<file path="src/rtl/song_sequencer.sv">
// Walks one song's {note, duration} list in a synchronous ROM and hands each
// entry to the note player with a registered one-cycle load strobe.
module song_sequencer #(
  parameter int NOTE_W = 6,
  parameter int DUR_W  = 6,
  parameter int IDX_W  = 5
) (
  input  logic                      clk,
  input  logic                      reset,
  input  logic                      play,
  input  logic [1:0]                song,
  input  logic                      note_done,
  input  logic [NOTE_W+DUR_W-1:0]   rom_data,
  output logic [2+IDX_W-1:0]        rom_addr,
  output logic                      new_note,
  output logic [NOTE_W-1:0]         note,
  output logic [DUR_W-1:0]          duration,
  output logic                      song_done
);

  typedef enum logic [2:0] {
    S_IDLE, S_FETCH, S_WAIT_ROM, S_ISSUE, S_WAIT_NOTE, S_DONE
  } state_t;

  state_t             r_state, w_next;
  logic [IDX_W-1:0]   r_idx;
  logic [NOTE_W-1:0]  r_note;
  logic [DUR_W-1:0]   r_dur;
  logic               r_new_note, r_song_done;

  logic [NOTE_W-1:0]  w_rom_note;
  logic [DUR_W-1:0]   w_rom_dur;
  logic               w_last, w_latch, w_adv;

  assign w_rom_note = rom_data[NOTE_W+DUR_W-1:DUR_W];
  assign w_rom_dur  = rom_data[DUR_W-1:0];
  assign w_last     = &r_idx;

  always_comb begin
    w_next  = r_state;
    w_latch = 1'b0;
    w_adv   = 1'b0;
    case (r_state)
      S_IDLE:     if (play) w_next = S_FETCH;
      S_FETCH:    if (play) w_next = S_WAIT_ROM;
      // duration 0 terminates the list; its note field is never loaded
      S_WAIT_ROM: begin
        if (w_rom_dur == '0) w_next = S_DONE;
        else begin
          w_next  = S_ISSUE;
          w_latch = 1'b1;
        end
      end
      S_ISSUE:    w_next = S_WAIT_NOTE;
      S_WAIT_NOTE: begin
        if (note_done) begin
          if (w_last) w_next = S_DONE;
          else begin
            w_next = S_FETCH;
            w_adv  = 1'b1;
          end
        end
      end
      S_DONE:     w_next = S_IDLE;
      default:    w_next = S_IDLE;
    endcase
  end

  // Strobes are registered off the state so a reset clears any pending pulse.
  always_ff @(posedge clk) begin
    if (reset) begin
      r_state     <= S_IDLE;
      r_idx       <= '0;
      r_note      <= '0;
      r_dur       <= '0;
      r_new_note  <= 1'b0;
      r_song_done <= 1'b0;
    end else begin
      r_state     <= w_next;
      r_new_note  <= (r_state == S_ISSUE);
      r_song_done <= (r_state == S_DONE);
      if (w_latch) begin
        r_note <= w_rom_note;
        r_dur  <= w_rom_dur;
      end
      if (w_adv)                 r_idx <= r_idx + 1'b1;
      else if (r_state == S_DONE) r_idx <= '0;
    end
  end

  assign rom_addr  = {song, r_idx};
  assign new_note  = r_new_note;
  assign song_done = r_song_done;
  assign note      = r_note;
  assign duration  = r_dur;

endmodule

</file>
<file path="config.mk">
export PLATFORM = sky130hd
export DESIGN_NAME = song_sequencer
export DESIGN_NICKNAME = d
export VERILOG_FILES = /design/src/rtl/song_sequencer.sv
export SDC_FILE = /design/constraint.sdc
export NUM_CORES = 1
export LEC_CHECK = 0
export BUFFER_PORTS_ARGS = -buffer_cell sky130_fd_sc_hd__buf_4
export CORE_MARGIN = 4
export CORE_UTILIZATION = 23
export CTS_CLUSTER_DIAMETER = 120
export DETAILED_ROUTE_END_ITERATION = 8
export SLEW_MARGIN = 5
export SYNTH_ARGS = -nofsm -noshare
export SYNTH_HDL_FRONTEND = slang
export SYNTH_SLANG_ARGS = --single-unit
</file>
<file path="constraint.sdc">
create_clock -name clk -period 3 [get_ports clk]
set_input_delay 0 -clock clk [delete_from_list [all_inputs] [get_ports clk]]
set_output_delay 0 -clock clk [all_outputs]
set_load 0.03 [all_outputs]
</file>
==> impl_metrics.tcl <==
set metrics [dict create \
    regToRegEndpoint "duration[3]" \
    grt_first_pass_wirelength_mm 4.07 \
    crit_start "r_state[1]" \
    worstHoldStart "song[0]" \
    first_pass_iters 4 \
    row_count 23 \
    pwr-share-seq_pct 46.1 \
    endpoint "duration[3]" \
    synth-seq-cells 22 \
    route.detailed.drc 0 \
    reg2reg_slack_ps 1130 \
    wl_per_cell_um 12.2 \
    finalInstanceArea_um2 1410 \
    reg2reg_depth 4 \
    ys_types 31 \
    grt_pass1_vias 903 \
    yosysSeqAreaShare_pct 46.0 \
    drt_iter0_drc 21 \
    clk_latency_ps 260 \
    power_density_nw_per_um2 474 \
    placed_cell_area_um2 1240 \
    cts_tree "done" \
    finalCritPeriodShare_pct 62.4 \
    cp-start-kind "flip-flop" \
    grtUsageTotal_pct 9.85 \
    clkTransAtPathRegs_ps 80 \
    cts_buffers 3 \
    post_cts_buffers 0 \
    power_uw 667 \
    chipHeight_um 72.5 \
    core_area_um2 4000 \
    ir_drop_uv 202 \
    layout_min_cycle_time_ps 1870 \
    vias_per_cell 4.53 \
    grt_antenna_before_repair 0 \
    max_cap_violations 0 \
    p_switching_uw 144 \
    p_leak_uw 0.000578 \
    hold_viol_final 0 \
    p_comb_share_pct 12.8 \
    cp_num_buf_inv 0 \
    vias 878 \
    crit_family "compound AO/OA/AOI/OAI gates" \
    slew_viol_final 0 \
    required_ps 3150 \
    fin_skew_ps 0.840 \
    critPathKind "reg -> reg" \
    grt_max_degree 24 \
    setup_tns_ps 0 \
    cts_root_buffer "clkbuf_8" \
    syn_area_um2 957 \
    max-slew-margin-rel_pct 48.6 \
    io_buffer_count 34 \
    syn_nets 122 \
    die_area_um2 5260 \
    n_antenna_cell 0 \
    tightest_slew_ps 767 \
    critPathSlowestCell "a21boi_2" \
    cts.path.max_buffers 2 \
    hold_buffers 10 \
    io_pins 39 \
    yosysWarnings 0 \
    dp_hpwl_mm 1.70 \
    slowest_delay_ps 660 \
    rsz0062_at_grt "false" \
    crit_path_max_fanout 12 \
    ant_nets 0 \
    drive_gt1_share_pct 29.9 \
    routed_wl_mm 2.37 \
    ctsResizeCount 0 \
    synth_cells 102 \
    regToRegStartpoint "r_state[1]" \
    setup_viol 0 \
    grt-ovfl-total 0 \
    power_frac_clock_pct 41.0 \
    p_int_uw 522 \
    routabilityCongestion 0.672 \
    area_growth_syn_to_layout_pct 47.1 \
    worst_setup_path_end_kind "flip-flop" \
    hp-class "in -> out" \
    status "complete, no violations" \
    worst_ep_arrival_time_ps 2020 \
    fmaxAchievable_mhz 535 \
    cp_num_cells 4 \
    p_sw_share_pct 21.7 \
    die_w_um 72.5 \
    syn_area_per_cell_um2 9.38 \
    htree_levels 1 \
    cts_sinks 22 \
    num-nets-final 165 \
    start_util_pct 23.9 \
    crit_chain "nor3b_2 > a21boi_2 > mux2i_1 > nor2_1" \
]
## synthesized netlist by cell type (all sizes together)
master,count,area (um2)
nor2b,1,6.26
o21ai,2,10.0
and2b,1,8.76
a22oi,2,15.0
nor3b,4,40.0
or2b,1,7.51
nor2,18,67.6
nand3,3,15.0
o21bai,1,7.51
and3,1,6.26
a31oi,4,25.0
mux2i,11,110
nor3,2,10.0
nand3b,2,15.0
dfxtp,22,440
nand2b,2,12.5
and2,1,6.26
o22a,1,10.0
a2bb2oi,1,8.76
nand2,7,26.3
nor4,1,6.26
a21oi,3,15.0
a22o,1,8.76
inv,1,3.75
buf,3,26.3
a21boi,1,11.3
ha,2,25.0
clkbuf,3,12.5
## cells in the final DEF, fill, tap and decap left out, types with 2 or more instances in the layout
master / n
nor3b_1: 2
nor3_1: 2
buf_4: 34
nand3b_1: 2
ha_1: 2
o21ai_0: 2
dlygate4sd3_1: 10
nand2b_1: 2
nand3_1: 3
dfxtp_1: 22
clkbuf_8: 3
a21oi_1: 3
nand2_1: 7
nor3b_2: 2
a31oi_1: 4
mux2i_1: 11
a22oi_1: 2
nor2_1: 18
## worst min path at each step
| stage | to | cells past startpoint | slack, ps |
|---|---|---|---|
| finish | rom_addr[5] | 0 | 0.06 |
| global route | rom_addr[6] | 0 | 0.2 |
| CTS | rom_addr[5] | 0 | 0.2 |
| detailed placement | rom_addr[5] | 0 | 0.2 |
| global placement | rom_addr[5] | 0 | 0.2 |
| floorplan | song_done | 1 | 80 |
## stage by stage
step	hold WS (ps)	util (%)	cells	setup WS, ps
5_1_grt	0.194	35.2	194	973
3_5_place_dp	0.205	30.9	180	1170
2_1_floorplan	75.8	-	102	1250
6_report	0.0573	35.2	194	1130
4_1_cts	0.205	35.2	194	1150
3_3_place_gp	0.205	30.9	180	1230
## power groups by stage
stage | Clock, uW | Combinational, uW | Sequential (uW)
floorplan | 0 | 37.7 | 324
global placement | 0 | 73.8 | 314
detailed placement | 0 | 74.6 | 314
CTS | 283 | 85.2 | 308
global route | 295 | 93.1 | 309
finish | 274 | 85.6 | 307
## kinds of logic (layout without fill, tap and decap cells)
kind of cell,Yosys count,in the layout,share of synthesized area (%)
DFF,22,22,46.0
muxes,11,11,11.5
AOI/OAI and AO/OA,16,16,11.6
adders and majority gates,2,2,2.61
buffers and inverters,7,49,4.44
and+or+nand+nor,44,44,23.8
## registers in the layout (all words and copies together), names as in the netlist
register and flops:
duration 6, note 6, r_state 3, r_idx 5
new_note 1, song_done 1
## metal layers
metal | track usage (%) | vias to the layer above | wire [um]
li1 | - | 439 | -
met4 | 5.94 | 0 | 63
met1 | 11.5 | 417 | 1020
met2 | 17.1 | 16 | 1240
met3 | 1.25 | 6 | 41
met5 | 0 | - | 0
## cell type report
cell class | count | area (um2)
clock buffer | 3 | 41.3
clock inverter | 1 | 30.0
fill | 412 | 2590
inverter | 1 | 3.75
multi-input combinational | 73 | 474
sequential | 22 | 440
tap | 50 | 62.6
timing repair buffer | 44 | 355
(Power assumes the default switching activity.)
